--- config.mk ---
export PLATFORM = sky130hd
export DESIGN_NAME = flop_chain_serializer_tx_flat
export DESIGN_NICKNAME = d
export VERILOG_FILES = /design/src/rtl/flop_chain_serializer_tx_if.sv /design/src/rtl/flop_chain_serializer_tx.sv /design/src/flat_wrapper.sv
export SDC_FILE = /design/constraint.sdc
export NUM_CORES = 1
export LEC_CHECK = 0
export CORE_UTILIZATION = 35
export CTS_BUF_LIST = sky130_fd_sc_hd__clkbuf_8
export CTS_CLUSTER_SIZE = 10
export DETAILED_ROUTE_END_ITERATION = 8
export PLACE_DENSITY = 0.68
export SETUP_SLACK_MARGIN = 0.02
export SYNTH_ARGS = -nofsm -noshare
export SYNTH_HDL_FRONTEND = slang
export SYNTH_SLANG_ARGS = --single-unit
export TNS_END_PERCENT = 10
--- constraint.sdc ---
create_clock -name clk -period 1.87 [get_ports clk]
set_input_delay 0.187 -clock clk [delete_from_list [all_inputs] [get_ports clk]]
set_output_delay 0.187 -clock clk [all_outputs]
set_load 0.005 [all_outputs]
--- src/rtl/flop_chain_serializer_tx_if.sv ---
// rtl/flop_chain_serializer_tx_if.sv - producer/link bundle for the flop-chain serializer
interface flop_chain_serializer_tx_if #(
    parameter int WIDTH = 8
);
    logic             in_valid;
    logic [WIDTH-1:0] in_data;
    logic             in_ready;
    logic             ser_out;
    logic             ser_valid;
    logic             frame_start;
    logic             busy;

    modport master (
        output in_valid, in_data,
        input  in_ready, ser_out, ser_valid, frame_start, busy
    );

    modport slave (
        input  in_valid, in_data,
        output in_ready, ser_out, ser_valid, frame_start, busy
    );
endinterface

--- src/rtl/flop_chain_serializer_tx.sv ---
// rtl/flop_chain_serializer_tx.sv - parallel-in/serial-out link transmitter
// Optional even-parity trailer bit: FLOP_CHAIN_TX_PARITY_EN.
module flop_chain_serializer_tx #(
    parameter int WIDTH     = 8,
    parameter bit MSB_FIRST = 1'b1
) (
    input logic                      clk,
    input logic                      rstn,
    flop_chain_serializer_tx_if.slave bus
);
    localparam int CW    = $clog2(WIDTH);
    localparam int FIRST = MSB_FIRST ? WIDTH - 1 : 0;

    typedef enum logic [1:0] {
        IDLE  = 2'd0,
        SHIFT = 2'd1
`ifdef FLOP_CHAIN_TX_PARITY_EN
        , PARITY = 2'd2
`endif
    } state_t;

    state_t           state;
    state_t           state_nxt;
    logic [CW-1:0]    cnt;
    logic [WIDTH-1:0] shreg;
    logic [WIDTH-1:0] shreg_rot;
    logic             cnt_zero;
    logic             accept;
`ifdef FLOP_CHAIN_TX_PARITY_EN
    logic             par_bit;
`endif

    assign cnt_zero = (cnt == '0);
    assign accept   = bus.in_valid && bus.in_ready;

    // Rotating keeps every bit live; the bit landing at FIRST is the next one to send.
    generate
        if (MSB_FIRST) begin : g_msb
            assign shreg_rot = {shreg[WIDTH-2:0], shreg[WIDTH-1]};
        end else begin : g_lsb
            assign shreg_rot = {shreg[0], shreg[WIDTH-1:1]};
        end
    endgenerate

    always_ff @(posedge clk or posedge rstn) begin
        if (rstn) begin
            state <= IDLE;
        end else begin
            state <= state_nxt;
        end
    end

    always_comb begin
        state_nxt = state;
        case (state)
            IDLE: begin
                if (accept) state_nxt = SHIFT;
            end
            SHIFT: begin
                if (cnt_zero) begin
`ifdef FLOP_CHAIN_TX_PARITY_EN
                    state_nxt = PARITY;
`else
                    state_nxt = accept ? SHIFT : IDLE;
`endif
                end
            end
`ifdef FLOP_CHAIN_TX_PARITY_EN
            PARITY: begin
                state_nxt = accept ? SHIFT : IDLE;
            end
`endif
            default: state_nxt = IDLE;
        endcase
    end

    always_comb begin
        bus.in_ready = 1'b0;
        case (state)
            IDLE: bus.in_ready = 1'b1;
`ifdef FLOP_CHAIN_TX_PARITY_EN
            SHIFT:  bus.in_ready = 1'b0;
            PARITY: bus.in_ready = 1'b1;
`else
            SHIFT:  bus.in_ready = cnt_zero;
`endif
            default: bus.in_ready = 1'b0;
        endcase
    end

    always_ff @(posedge clk or posedge rstn) begin
        if (rstn) begin
            shreg           <= '0;
            cnt             <= '0;
            bus.ser_out     <= 1'b0;
            bus.ser_valid   <= 1'b0;
            bus.frame_start <= 1'b0;
            bus.busy        <= 1'b0;
`ifdef FLOP_CHAIN_TX_PARITY_EN
            par_bit         <= 1'b0;
`endif
        end else begin
            bus.frame_start <= accept;
            bus.ser_valid   <= (state_nxt != IDLE);
            bus.busy        <= (state_nxt != IDLE);
            if (accept) begin
                shreg       <= bus.in_data;
                cnt         <= CW'(WIDTH - 1);
                bus.ser_out <= bus.in_data[FIRST];
`ifdef FLOP_CHAIN_TX_PARITY_EN
                par_bit     <= ^bus.in_data;
`endif
            end else if (state == SHIFT) begin
                shreg <= shreg_rot;
                if (!cnt_zero) begin
                    cnt         <= cnt - CW'(1);
                    bus.ser_out <= shreg_rot[FIRST];
                end
`ifdef FLOP_CHAIN_TX_PARITY_EN
                else begin
                    bus.ser_out <= par_bit;
                end
`endif
            end
        end
    end
endmodule

--- src/flat_wrapper.sv ---
// flat-port wrapper written by rule: the top's interface ports become plain ports
module flop_chain_serializer_tx_flat 
#(
    parameter int WIDTH     = 8,
    parameter bit MSB_FIRST = 1'b1
)
  (clk, rstn, bus_in_valid, bus_in_data, bus_in_ready, bus_ser_out, bus_ser_valid, bus_frame_start, bus_busy);
  flop_chain_serializer_tx_if #(.WIDTH(WIDTH)) bus_i ();
  input logic clk;
  input logic rstn;
  input wire logic [$bits(bus_i.in_valid)-1:0] bus_in_valid;
  input wire logic [$bits(bus_i.in_data)-1:0] bus_in_data;
  output wire logic [$bits(bus_i.in_ready)-1:0] bus_in_ready;
  output wire logic [$bits(bus_i.ser_out)-1:0] bus_ser_out;
  output wire logic [$bits(bus_i.ser_valid)-1:0] bus_ser_valid;
  output wire logic [$bits(bus_i.frame_start)-1:0] bus_frame_start;
  output wire logic [$bits(bus_i.busy)-1:0] bus_busy;
  assign bus_i.in_valid = bus_in_valid;
  assign bus_i.in_data = bus_in_data;
  assign bus_in_ready = bus_i.in_ready;
  assign bus_ser_out = bus_i.ser_out;
  assign bus_ser_valid = bus_i.ser_valid;
  assign bus_frame_start = bus_i.frame_start;
  assign bus_busy = bus_i.busy;
  flop_chain_serializer_tx #(.WIDTH(WIDTH), .MSB_FIRST(MSB_FIRST)) u_core (.clk(clk), .rstn(rstn), .bus(bus_i));
endmodule
==> results.toml, run 1 <==
[outcome]
status = "completed"

[placement]
gp_congestion = 0.750
port_buffers = 15
dp_hpwl_um = 943

[sta]
min_period_ps = 1450
slew_headroom = 0.606
finalMaxSlewViolations = 0
grt_setup_unrepaired = "false"
fin_crit_sh = 0.775
hold_viol_final = 0
tns_ps = 0
setup_violations = 0
fmaxAchievable_mhz = 690
fin_worst_skew_ps = 1.56
tightest_slew_ps = 590

[grt]
grt_overflow = 0
grt_antenna_before_repair = 0
gr-usage-all-layers = 0.122
grt_max_degree = 17
grt_pass1_vias = 539
grt_pass1_wl_mm = 2.24

[die]
die_x_um = 49.1
rows = 16
die_y_um = 49.1
die_area_um2 = 2410
io_pins = 16
core_area_um2 = 2020
start_util = 0.384

[detailed_routing]
wl_per_cell_um = 10.8
route.met2.wl_um = 685
num_vias = 572
route.met3.wl_um = 54
drt_pass1_iterations = 6
top_layer = "met4"
ant_nets = 0
routed_wl_mm = 1.30
vias_per_cell = 4.77
wl_met1_um = 554
dr.first_iter.drc_count = 5
drc_errors = 0

[synthesis]
yosysSeqAreaShare = 0.516
synth_warnings = 0
synth_edf_count = 0
synthesis.area_um2 = 776
yosys-top-cells-count = "dfrtp_1 (16), nor2_1 (13), a21oi_1 (12)"
syn_area_per_cell_um2 = 10.1
synthCells = 77
synth.net_count = 90
synth_area_leaders = "dfrtp_1 (52%), mux2i_1 (10%), a21oi_1 (7.7%), nor2_1 (6.3%), ha_1 (3.2%)"
synth_cell_types = 21
ys_ff_latch = 16
synth_top_cell_by_area = "dfrtp_1"
yosysMostFrequentCell = "dfrtp_1"
ys.flop_type = "dfrtp_1"
synth.top_cell.area_share = 0.516
async_reset_ff_frac = 1.00

[setup_path]
crit_slowest_cell = "dfrtp_1"
path_class = "register to register"
cp_max_fo = 9
crit_start = "u_core.cnt[0]"
crit-reg2reg-launch = "u_core.cnt[0]"
required_ps = 2000
startpoint_type = "register"
r2r_end = "u_core.shreg[0]"
rrSetupSlack_ps = 420
endpoint_kind = "register"
max_stage_delay_ps = 400
r2r_cells = 7
cp_cell_sequence = "inv_2, ha_4, nand2b_4, a21oi_2, buf_4, mux2i_1, a21oi_1"
cp_data_arrival_time_ps = 1580

[clock_tree]
h-tree-depth = 1
clock_latency_ps = 240
numCtsBuffers = 3
cts_tree = "built"
cts.sinks = 16
cts-root-buf = "clkbuf_8"
cts_hold_buf = 0
cts.reportedPaths.clkPinSlew_ps = 60
clk_path_buf_depth = 2

[final_layout]
final_nets = 107
drive_above_1_share = 0.129
fillers = 186
area_growth_pct = 29.7
insertedDiodeCount = 0

[min_path]
hold_class = "input port to asynchronous set/reset pin"

[power]
power_density_nw_per_um2 = 1030
p_leak_nw = 0.431
ir_drop_mv = 0.612
p_total_mw = 1.04

[run]
cap_violations = 0
## sequential cells by signal, summed over array words and instances (netlist names)
signal                  flops
u_core.bus.frame_start      1
u_core.bus.ser_out          1
u_core.bus.ser_valid        1
u_core.cnt                  3
u_core.shreg                8
u_core.state                2
## report_power, final
part           leakage, nW  switching [mW]  internal, mW
Combinational        0.226           0.116         0.143
Clock               0.0288           0.111         0.186
Sequential           0.176          0.0544         0.424
## cell usage in the layout (no fill, tap or decap), types with 2 or more instances in the layout
master	count
clkdlybuf4s50_1	14
buf_4	2
inv_2	2
a21oi_1	12
a2bb2oi_1	2
nand2_1	3
mux2i_1	8
clkbuf_8	4
nor2_1	13
dfrtp_1	16
inv_1	3
o21ai_0	2
## worst max path at each step
stage	to	slack [ps]
floorplan	u_core.shreg[0]	480
global placement	bus_in_ready	290
detailed placement	bus_in_ready	250
CTS	bus_in_ready	30
global route	u_core.shreg[1]	300
finish	u_core.shreg[0]	420
## through the flow
| step | worst slack (ps) | hold WS, ps | instance area, um^2 | instances | util |
|---|---|---|---|---|---|
| detailed placement | 251 | 469 | 936 | 116 | 0.463 |
| global route | 298 | 403 | 1010 | 120 | 0.498 |
| floorplan | 480 | 101 | 776 | 77 | - |
| global placement | 289 | 468 | 936 | 116 | 0.463 |
| finish | 420 | 303 | 1010 | 120 | 0.498 |
| CTS | 33.9 | 322 | 1000 | 120 | 0.496 |
## timing repair
item	4_1_cts	5_1_grt
setup buffers	0	0
resized for setup	2	3
setup endpoints to repair	1	1
pin swaps	1	0
## worst max-delay path: cells and delay by family (launching register included)
family                   cells  cell delay, ps
AO/OA/AOI/OAI                2             220
multiplexers                 1             210
adder cells (fa/ha/maj)      1             150
buffers and inverters        2             280
AND/OR/NAND/NOR              1              80
flip-flops                   1             400
## kinds of logic (layout without fill, tap and decap cells)
group           after synthesis  after routing  share of synthesized area
fa+ha+maj                     2              2                     0.0323
simple gates                 20             20                      0.119
other cells                   1              1                    0.00483
mux                           8              8                      0.103
compound gates               20             20                      0.150
flops                        16             16                      0.516
buf+inv                      10             26                     0.0742
## cell type report
class	instances	area [um^2]	area share
flip-flops and latches	16	400	0.398
multi-input cells	51	330	0.328
repair buffers	17	168	0.167
clock buffers	4	55.1	0.0547
well taps	27	33.8	0.0336
inverters	5	18.8	0.0187
## metal layers
layer	vias to the layer above	track usage
li1	287	-
met1	267	0.149
met2	16	0.201
met3	2	0.0187
met4	0	0.0735
met5	-	0
Note: power is estimated with default switching activity, not from simulation.
==> run 2, diff against run 1 <==
--- a/config.mk
+++ b/config.mk
@@ -9,7 +9,7 @@
 export CTS_BUF_LIST = sky130_fd_sc_hd__clkbuf_8
 export CTS_CLUSTER_SIZE = 10
 export DETAILED_ROUTE_END_ITERATION = 8
-export PLACE_DENSITY = 0.68
+export PLACE_DENSITY = 0.7
 export SETUP_SLACK_MARGIN = 0.02
 export SYNTH_ARGS = -nofsm -noshare
 export SYNTH_HDL_FRONTEND = slang
==> constraint.sdc (replaced) <==
create_clock -name clk -period 1.3 [get_ports clk]
set_input_delay 0.13 -clock clk [delete_from_list [all_inputs] [get_ports clk]]
set_output_delay 0.13 -clock clk [all_outputs]
set_load 0.005 [all_outputs]
==> results.toml, run 2 (synthesized netlist as in run 1, its figures left out) <==
[outcome]
status = "complete, but fails checks"
failed_checks = "setup timing"

[final_layout]
area_growth_pct = 48.7
reg_top3 = "u_core.shreg (8), u_core.cnt (3), u_core.state (2)"
fillers = 191
multi_input_area_um2 = 385
drive_above_1_share = 0.314
insertedDiodeCount = 0
post-route-cell-area_um2 = 1150
largest_register = "u_core.shreg"
layout_common_cells = "dfrtp_1 (16), clkdlybuf4s50_1 (14), buf_4 (13), nor2_1 (12), a21oi_1 (10)"
final_nets = 120
layout_commonest_cell = "dfrtp_1"
largest_reg_flops = 8
seq_area_um2 = 400

[grt]
grt_pass1_vias = 615
grt_max_degree = 17
grt_overflow = 0
grt_pass1_wl_mm = 2.70
grt_antenna_before_repair = 0
gr-usage-all-layers = 0.145

[sta]
fin_hold_ws_ps = 191
fin_worst_skew_ps = 1.33
tns_ps = -494
grt_setup_unrepaired = "true"
min_period_ps = 1390
fmaxAchievable_mhz = 717
fin_crit_sh = 1.07
setup_violations = 9
finalMaxSlewViolations = 0
hold_viol_final = 0
setup_ws_ps = -94.8

[detailed_routing]
vias_per_cell = 4.65
drc_errors = 0
wl_per_cell_um = 11.3
num_vias = 614
routed_wl_mm = 1.49
dr.first_iter.drc_count = 2
drt_pass1_iterations = 2
ant_nets = 0

[setup_path]
startpoint_type = "register"
critPathCapture = "u_core.shreg[3]"
path_class = "register to register"
required_ps = 1420
crit_start = "u_core.cnt[1]"
path_delay_family = "flip-flops"
r2r_end = "u_core.shreg[3]"
r2r_cells = 7
cp_data_arrival_time_ps = 1520
cp_cell_sequence = "inv_2, ha_4, nand2b_4, a21oi_4, buf_12, mux2i_2, a21oi_1"
endpoint_kind = "register"
cp.buffers_inverters = 2
max_stage_delay_ps = 390
crit_slowest_cell = "dfrtp_1"
crit-reg2reg-launch = "u_core.cnt[1]"
cp_num_cells = 7
rrSetupSlack_ps = -90
cp_max_fo = 9

[clock_tree]
clk_path_buf_depth = 2
cts_tree = "built"
numCtsBuffers = 3
cts_hold_buf = 0
cts.reportedPaths.clkPinSlew_ps = 60
clock_latency_ps = 240
h-tree-depth = 1
cts.sinks = 16
cts-root-buf = "clkbuf_8"

[die]
io_pins = 16
die_y_um = 49.1
start_util = 0.384
rows = 16
die_x_um = 49.1
core_area_um2 = 2020
die_area_um2 = 2410

[power]
ir_drop_mv = 0.979
p_leak_nw = 0.486
p_total_mw = 1.62
power_density_nw_per_um2 = 1410

[run]
cap_violations = 0

[placement]
dp_hpwl_mm = 1.14
post_dp_cell_area_um2 = 1050
port_buffers = 15
gp_congestion = 0.755

[min_path]
hold_class = "input port to asynchronous set/reset pin"
==> run 2: changes by cell type in the layout (fill, tap and decap cells not counted), moves of 2 or more <==
cell | previous run | this run
buf_4 | 2 | 13
o21ai_0 | 2 | 0
a21oi_1 | 12 | 10
a21oi_4 | 0 | 2
==> run 2: power by group <==
part	internal, mW	total, mW	switching, mW
Combinational	0.344	0.590	0.246
Sequential	0.610	0.682	0.0722
Clock	0.204	0.352	0.148
Total	1.16	1.62	0.465
==> run 2: worst min path at each step <==
stage | to | slack (ps) | cells past startpoint
after floorplan | u_core.bus.frame_start | 40 | 1
after global placement | u_core.bus.ser_out | 450 | 3
after detailed placement | u_core.bus.ser_out | 460 | 3
after CTS | u_core.bus.ser_out | 200 | 3
after global routing | u_core.shreg[7] | 250 | 3
final | u_core.shreg[1] | 190 | 3
==> run 2: per-layer routing <==
metal / share of wire / global-route usage / routed length (um)
met5: 0 / 0 / 0
met4: 0 / 0.0441 / 0
met3: 0.023 / 0.0280 / 35
met2: 0.53 / 0.253 / 792
met1: 0.44 / 0.177 / 664
==> run 2: stage by stage <==
step | setup WS (ps) | utilization | std cells
3_3_place_gp | -112 | 0.520 | 128
2_1_floorplan | 4.15 | - | 77
6_report | -94.8 | 0.571 | 132
3_5_place_dp | -145 | 0.520 | 128
5_1_grt | -166 | 0.571 | 132
4_1_cts | -84.5 | 0.560 | 132
==> run 2: final cells by class <==
type,instances,area share
clock buffer,3,0.0358
inverter,5,0.0163
multi-input combinational,51,0.334
sequential,16,0.347
tap,27,0.0293
timing repair buffer,30,0.238
==> run 2: worst register-to-register path, stage by stage, from the launching register on <==
cell and delay (ps):
dfrtp_1 390, inv_2 80, ha_4 140, nand2b_4 70, a21oi_4 150, buf_12 150, mux2i_2 220, a21oi_1 90
==> run 2: what timing repair did <==
item                                    in CTS  in global routing
gates cloned                                 0                  0
pin swaps                                   10                  4
hold endpoints to repair                     0                  0
endpoints found under the setup margin      14                 14
gates resized for setup                     12                  6
setup buffers                                1                  0
